File: src/rtl/trax_pkg.sv
//------------------------------------------------------------------------------
// trax_pkg : shared widths and stack operation encoding for the trax engine
// Rev 1.0
//------------------------------------------------------------------------------
`default_nettype none

package trax_pkg;

   localparam int TRAX_WORD_W  = 22;
   localparam int STACK_ADDR_W = 6;

   typedef enum logic [2:0] {
      NOP      = 3'd0,
      PUSH     = 3'd1,
      POP      = 3'd2,
      REPLACE  = 3'd3,
      ROLLBACK = 3'd4
   } stack_op_e;

endpackage

`default_nettype wire

File: src/rtl/lifo_mem.sv
//------------------------------------------------------------------------------
// lifo_mem : 2^ADDR_W x WIDTH RAM, one write port, async top read, sync peek read
// Rev 1.0
//------------------------------------------------------------------------------
`default_nettype none

module lifo_mem #(
   parameter int WIDTH  = 22,
   parameter int ADDR_W = 6
) (
   input  logic              clk,
   input  logic              we,
   input  logic [ADDR_W-1:0] waddr,
   input  logic [WIDTH-1:0]  wdata,
   input  logic [ADDR_W-1:0] raddr_a,
   output logic [WIDTH-1:0]  rdata_a,
   input  logic              re_b,
   input  logic [ADDR_W-1:0] raddr_b,
   output logic [WIDTH-1:0]  rdata_b
);

   logic [WIDTH-1:0] mem [2**ADDR_W];

   // Sync read returns the pre-edge contents when it collides with a write.
   always_ff @(posedge clk) begin
      if (we)
         mem[waddr] <= wdata;
      if (re_b)
         rdata_b <= mem[raddr_b];
   end

   assign rdata_a = mem[raddr_a];

endmodule

`default_nettype wire

File: src/rtl/lifo_stack_ctrl.sv
//------------------------------------------------------------------------------
// lifo_stack_ctrl : parametrised LIFO with replace, peek, sticky errors, mark/rollback
// Rev 1.0
//------------------------------------------------------------------------------
`default_nettype none

module lifo_stack_ctrl
   import trax_pkg::*;
#(
   parameter int WIDTH    = TRAX_WORD_W,
   parameter int ADDR_W   = STACK_ADDR_W,
   parameter int AF_LEVEL = 56
) (
   input  logic              clk,
   input  logic              reset,
   input  logic              push,
   input  logic              pop,
   input  logic [WIDTH-1:0]  d_in,
   input  logic              mark,
   input  logic              rollback,
   input  logic              err_clr,
   input  logic [ADDR_W-1:0] peek_idx,
   input  logic              peek_req,
   output logic [WIDTH-1:0]  top_data,
   output logic [WIDTH-1:0]  peek_data,
   output logic              peek_valid,
   output logic [ADDR_W:0]   count,
   output logic              empty,
   output logic              full,
   output logic              almost_full,
   output logic              of,
   output logic              uf
);

   localparam logic [ADDR_W:0] ONE = (ADDR_W+1)'(1);

   logic [ADDR_W:0]   mark_ptr;
   logic [ADDR_W:0]   nxt_count;
   logic [ADDR_W-1:0] top_addr;
   logic [ADDR_W-1:0] peek_addr;
   logic [ADDR_W-1:0] waddr;
   logic [WIDTH-1:0]  top_raw;
   logic [WIDTH-1:0]  peek_raw;
   logic              we;
   logic              of_set;
   logic              uf_set;
   logic              peek_zero;
   stack_op_e         op;

   // Capacity is a power of two, so the count MSB alone marks a full stack.
   assign empty       = (count == '0);
   assign full        = count[ADDR_W];
   assign almost_full = (32'(count) >= 32'(AF_LEVEL));

   assign top_addr  = ADDR_W'(count - ONE);
   assign peek_addr = ADDR_W'(count - ONE - {1'b0, peek_idx});
   assign top_data  = empty ? '0 : top_raw;
   assign peek_data = peek_zero ? '0 : peek_raw;

   always_comb begin
      op        = NOP;
      nxt_count = count;
      of_set    = 1'b0;
      uf_set    = 1'b0;
      we        = 1'b0;
      waddr     = count[ADDR_W-1:0];

      if (rollback)
         op = ROLLBACK;
      else if (push && pop && !empty)
         op = REPLACE;
      else if (push)
         op = PUSH;
      else if (pop)
         op = POP;

      case (op)
         PUSH: begin
            if (full) begin
               of_set = 1'b1;
            end else begin
               we        = 1'b1;
               nxt_count = count + ONE;
            end
         end
         POP: begin
            if (empty)
               uf_set = 1'b1;
            else
               nxt_count = count - ONE;
         end
         REPLACE: begin
            we    = 1'b1;
            waddr = top_addr;
         end
         ROLLBACK: nxt_count = mark_ptr;
         default: ;
      endcase
   end

   always_ff @(posedge clk) begin
      if (reset) begin
         count      <= '0;
         mark_ptr   <= '0;
         of         <= 1'b0;
         uf         <= 1'b0;
         peek_valid <= 1'b0;
         peek_zero  <= 1'b1;
      end else begin
         count <= nxt_count;
         // The mark is dragged down with the count so a later rollback never grows the stack.
         if (mark && op != ROLLBACK)
            mark_ptr <= nxt_count;
         else if (nxt_count < mark_ptr)
            mark_ptr <= nxt_count;
         of         <= of_set | (of & ~err_clr);
         uf         <= uf_set | (uf & ~err_clr);
         peek_valid <= peek_req;
         if (peek_req)
            peek_zero <= ({1'b0, peek_idx} >= count);
      end
   end

   lifo_mem #(
      .WIDTH  (WIDTH),
      .ADDR_W (ADDR_W)
   ) u_mem (
      .clk     (clk),
      .we      (we),
      .waddr   (waddr),
      .wdata   (d_in),
      .raddr_a (top_addr),
      .rdata_a (top_raw),
      .re_b    (peek_req),
      .raddr_b (peek_addr),
      .rdata_b (peek_raw)
   );

endmodule

`default_nettype wire

File: config.mk
export PLATFORM = sky130hd
export DESIGN_NAME = lifo_stack_ctrl
export DESIGN_NICKNAME = d
export VERILOG_FILES = /design/src/rtl/trax_pkg.sv /design/src/rtl/lifo_mem.sv /design/src/rtl/lifo_stack_ctrl.sv
export SDC_FILE = /design/constraint.sdc
export NUM_CORES = 2
export LEC_CHECK = 0
export ABC_CLOCK_PERIOD_IN_PS = 10900
export CAP_MARGIN = 20
export CELL_PAD_IN_SITES_DETAIL_PLACEMENT = 1
export CELL_PAD_IN_SITES_GLOBAL_PLACEMENT = 2
export CORE_MARGIN = 2
export CORE_UTILIZATION = 40
export DETAILED_ROUTE_END_ITERATION = 16
export PLACE_DENSITY_LB_ADDON = 0.1
export SLEW_MARGIN = 20
export SYNTH_ARGS = -nofsm -noshare
export SYNTH_HDL_FRONTEND = slang
export SYNTH_SLANG_ARGS = --single-unit
File: constraint.sdc
create_clock -name clk -period 10.9 [get_ports clk]
set_input_delay 2.18 -clock clk [delete_from_list [all_inputs] [get_ports clk]]
set_output_delay 2.18 -clock clk [all_outputs]
set_load 0.01 [all_outputs]
* After elaboration in Yosys (flattened, before gate mapping)
Memories as Yosys holds them, arrays and structs flattened. A register that Yosys moved wholly into a read port is not among the register bits.
Cells that the tools add are included.
** Storage, ports and cells
- Register bits after elaboration :: 18
- RAM bits :: 1408
- Input port bits :: 36
- Output and inout bits :: 57
- Logic and storage cells :: 49
- Memories kept :: 1
** Memory list
- u_mem.mem :: depth 64, width 22, read ports 2, clocked after memory_dff 1, wr ports 1, RTL line lifo_mem.sv:22 : logic [WIDTH-1:0] mem [2**ADDR_W];
** Cells by class
- Add/sub/neg operators :: 3
- Order comparisons :: 3
- Equal/unequal tests :: 5
- Multiplexer cells :: 20
- Bitwise logic cells :: 5
- Reductions and logical operators :: 6
** Operators by type and width (count)
- 2-to-1 mux 22 bit :: 2
- 2-to-1 mux 7 bit :: 4
- case mux 7 bit (3 select lines) :: 1
- adder 7 x 1 -> 7 bit, second input constant :: 1
- >= comparator 6 x 7 -> 1 bit :: 1
- >= comparator 7 x 6 -> 1 bit, second input constant :: 1
- zero test 7 bit :: 1
- < comparator 7 bit :: 1
- 2-to-1 mux 1 bit :: 7
- subtractor 7 x 1 -> 7 bit, second input constant :: 1
- == test 3 x 2 -> 1 bit, second input constant :: 2
- 2-to-1 mux 2 bit :: 3
- 2-to-1 mux 6 bit :: 1
- subtractor 6 bit :: 1
- == test 3 x 1 -> 1 bit, second input constant :: 1
- == test 3 bit, second input constant :: 1
- logical AND 1 bit :: 3
- 2-to-1 mux 3 bit :: 1
- inequality test 3 bit, second input constant :: 1
- AND 1 bit :: 2
- OR 1 bit :: 2
- case mux 1 bit (2 select lines) :: 1
- nonzero test 2 bit :: 1
- zero test 1 bit :: 1
- inverter 1 bit :: 1

* Longest topological paths before layout
- Depth after elaboration :: 10
- Depth in mapped cells :: 21
- Mapped depth without buffers :: 15

* By module
From an unflattened synthesis, not the netlist that was laid out.
** Second synthesis, totals
- Cell total of the unflattened synthesis :: 3642
- Area total of the unflattened synthesis :: 68420.6 um^2
** Modules (own cells, without submodules)
- lifo_mem :: times used 1, cells each 3360, area each 66227.3 um^2, sequential area each 42941.2 um^2
- lifo_stack_ctrl :: times used 1, cells each 282, area each 2193.4 um^2, sequential area each 360.3 um^2

* Least setup slack after synthesis
Ideal clock, no wire load.
- Path kind :: flip-flop to output port
- From :: register count[0]
- To :: output top_data[10]
- Data arrival time :: 3.351 ns
- Data required time :: 8.720 ns
- Setup slack :: 5.369 ns
- Cell stages (with the launch flop) :: 15
- Path buffers :: 7
- Cell sequence :: dfxtp_1 -> buf_6 -> buf_6 -> buf_6 -> buf_2 -> inv_2 -> ha_1 -> buf_2 -> clkbuf_1 -> clkbuf_1 -> mux4_2 -> mux4_2 -> inv_1 -> o22ai_1 -> a41o_1
** Between the ends
- Cells in the longest elaborated chain, start to end :: 3
- Elaborated cells between the ends (all ways) :: 4
- Classes of those cells :: 1 x add/sub; 1 x mux; 1 x reduce/logical; 1 x memory
** RTL lines
- start, declared :: RTL line lifo_stack_ctrl.sv:27 : output logic [ADDR_W:0] count,
- start signal, assigned :: RTL line lifo_stack_ctrl.sv:110 : count <= nxt_count;
- subtractor 7 x 1 -> 7 bit
- memory read (64 x 22 bit)
- 2-to-1 mux 22 bit (*) :: RTL line lifo_stack_ctrl.sv:57 : assign top_data = empty ? '0 : top_raw;
- end, declared :: RTL line lifo_stack_ctrl.sv:24 : output logic [WIDTH-1:0] top_data,
Every way passes the cells marked *; elsewhere a longest branch is shown, timed or not.

* Worst setup path in the final report
- From :: register count[1]
- To :: output top_data[5]
Same word-level chain as after synthesis.

==> impl_summary.log <==
[metrics] H-tree Lvls: 4
[metrics] Total Nets Final: 3663
[metrics] Hold WC Path Type: register to register
[metrics] area share of the largest cell type after synthesis: between 60 and 70%
[metrics] Inserted Clock Buffers: 158
[metrics] mean post-synth cell area: 19.7 µm²
[metrics] total standard cell area after synthesis: between 0.06 and 0.07 mm²
[metrics] category of the critical setup timing path: register to primary output
[metrics] number of flops mapped to enable cells by yosys: 1430
[metrics] layout overhead on the synthesized area: 13.0%
[metrics] starting density of the core: 40.2%
[metrics] antenna-violating nets left: 0
[metrics] placeable core region: between 0.15 and 0.2 mm²
[metrics] RSZ-0062 raised after global routing: false
[metrics] Startpoint Class: register
[metrics] Data arrival, critical path: 6110 ps
[metrics] Total Neg Setup Slack: 0 ps
[metrics] overall power after layout: 0.0211 W
[metrics] most used flip-flop cell after synthesis: edfxtp_1
[metrics] library cell with the largest summed area after synthesis: edfxtp_1
[metrics] number of setup buffers added after CTS: 0
[metrics] die height: 417 µm
[metrics] Area contributors post-synth: edfxtp_1, mux4_2, mux2i_1, nand2_1, buf_2
[metrics] endpoint kind of the worst setup timing path: primary output
[metrics] total count of hold-check failures in the final report: 0
[metrics] pwr dens: 274 mW/mm²
[metrics] number of warnings reported in the yosys synthesis log: 0
[metrics] count of buffers inserted at the top-level ports: 92
[metrics] final critical-path required period: 8290 ps
[metrics] unique cell type count in the Yosys netlist: 76
[metrics] 1st-iter DRT viols: between 5000 and 6000
[metrics] via count of the first global-routing pass: 39900
[metrics] hpwl dp: 150 mm
[metrics] layout cells sized above 1: 33.9%
[metrics] Clock transition at path regs: ~70 ps
[metrics] Cells after Synth: about 3500
[metrics] Setup Viol. Count Final: 0
[metrics] largest net degree at the start of global routing: between 90 and 100
[metrics] Post-Syn Nets: 3516
[metrics] Max Clock Freq: 121 MHz
[metrics] final weighted congestion of routability-driven global placement: 0.847
[metrics] routed vias/inst: 6.60
[metrics] highest fanout seen on the critical path: 55
[metrics] post-CTS sizing: 0
[metrics] maximum number of buffers from clock root to sink: 3
[metrics] required time of the worst setup path: 8720 ps
[metrics] hold buffers post-CTS: 0
[metrics] number of storage elements in the synthesis netlist: 1448
[metrics] iteration count of the initial detailed-routing pass: 5
[metrics] Clock Skew: 35.7 ps
[metrics] overall die area: 0.174 mm²
[metrics] global routing usage summed across all routing layers: approximately 28%
[metrics] initial antenna violation count: 19
[metrics] Synth async-reset ratio: 0%
[metrics] worst voltage drop across the vdd grid: 0.243 mV
[metrics] total count of max-transition violations in the final report: 0
[metrics] final worst-path cycle share: approximately 76%
[metrics] slew at the pin closest to its max-slew limit: approximately 1200 ps
[metrics] DRC violations left: 0
[metrics] Clk Latency, worst-skew pair: 810 ps
[metrics] commonest non-fill, non-tap cells in the layout: edfxtp_1, mux4_2, nand2_1
[metrics] num rows: 151
[metrics] Register-to-Register Path Depth: 13
[metrics] outcome: finished clean
[metrics] number of maximum-capacitance violations: 0
[metrics] standby leakage power: between 20 and 25 nW
[metrics] cell depth of the worst hold path: 2
[metrics] Remaining Overflow, GRT: 0
[metrics] WL per Instance: 41.0 µm
[metrics] share of the yosys chip area belonging to registers: 63.5%
[metrics] clock root cell: clkbuf_16
[metrics] clock tree from TritonCTS: done
[metrics] most common cell after layout, fill and taps aside: edfxtp_1
[metrics] number of I/O pins: 93
[metrics] Sinks on Clock Net: 1448
[metrics] routed wire length: roughly 240 mm
[metrics] Die X: 417 µm
[metrics] Max transition margin: between 10% and 20%
[metrics] global-route wire length before repair: approximately 340 mm
[metrics] via total after detailed routing: ~39000
## logic make-up after synthesis
family                     Yosys count  synth area share, %
xor gates and xnor gates             9                0.149
muxes                              933                 27.6
and+or+nand+nor                    468                 3.07
buffers and inverters              336                 2.34
adders and majority gates           20                0.378
DFF                               1448                 63.5
AOI/OAI and AO/OA                  246                 3.01
## path summary, 6_finish.rpt
| kind | from | end | slack (ps) |
|---|---|---|---|
| max reg2reg | count[1]$_SDFF_PP0_ | u_mem.rdata_b[13]$_DFFE_PP_ | 4180 |
| max | count[1]$_SDFF_PP0_ | top_data[5] | 2610 |
| min | mark_ptr[5]$_SDFFE_PP0P_ | mark_ptr[5]$_SDFFE_PP0P_ | 500 |
| min reg2reg | mark_ptr[5]$_SDFFE_PP0P_ | mark_ptr[5]$_SDFFE_PP0P_ | 500 |
## layer usage
metal / up-vias / track usage [%] / share of wire, %
met4: 2 / 8.44 / 3.0
met3: 281 / 6.43 / 8.7
met1: 21800 / 39.4 / 41
li1: 15100 / - / -
met2: 2039 / 43.9 / 47
met5: - / 0 / 0.0053
## synthesized netlist by cell type, drive strengths merged (2+ instances only)
library cell / number
a2111oi: 2
a211oi: 9
a21o: 8
a21oi: 22
a221oi: 46
a31oi: 5
a32o: 45
a32oi: 24
a41o: 22
a41oi: 4
and3: 3
buf: 149
clkbuf: 113
clkinv: 30
dfxtp: 18
edfxtp: 1430
ha: 19
inv: 44
mux2: 22
mux2i: 163
mux4: 748
nand2: 243
nand2b: 7
nand3: 52
nand3b: 2
nand4: 5
nor2: 87
nor2b: 34
nor3: 20
nor4: 3
o211ai: 3
o21ai: 12
o21bai: 3
o221ai: 2
o22ai: 26
o31ai: 3
or2: 2
or3: 5
or3b: 3
xnor2: 8
## worst max-delay path, cell delays in order (launching register included)
cell	delay, ps
dfxtp_1	690
inv_1	240
ha_4	950
buf_4	730
mux4_2	400
mux4_2	460
inv_1	220
o22ai_1	390
a41o_1	470
clkdlybuf4s50_1	520
## sequential cells by signal (all words and copies together), names as in the netlist
name	cells
u_mem.rdata_b	22
of	1
peek_zero	1
count	7
peek_valid	1
uf	1
u_mem.mem	1408
mark_ptr	7
## per-stage QoR
step,hold WS [ps],utilization [%],instances,setup WS [ps],cell area (µm²)
floorplan,460,-,3460,5370,68200
global placement,476,42.6,5659,3570,72200
detailed placement,496,42.6,5664,3490,72200
CTS,511,45.5,5936,2590,77000
global route,554,45.5,5938,2480,77100
finish,500,45.5,5942,2610,77100
## power by group
group          total (W)  switching, W  leakage, nW  internal, W
combinational    0.00961       0.00599         8.69      0.00362
clock            0.00513       0.00221         2.35      0.00292
sequential       0.00635     0.0000667         13.0      0.00628
total             0.0211       0.00826         24.1       0.0128
## cell type report
| class | instances | area, µm² |
|---|---|---|
| fill | 15400 | 92400 |
| clock inverter | 72 | 567 |
| sequential | 1448 | 43300 |
| multi-input combinational | 1676 | 23800 |
| tap | 2218 | 2780 |
| timing repair buffer | 249 | 2140 |
| inverter | 74 | 285 |
| antenna | 5 | 12.5 |
| clock buffer | 200 | 4240 |
No activity file was read; power rests on OpenSTA's default activity.
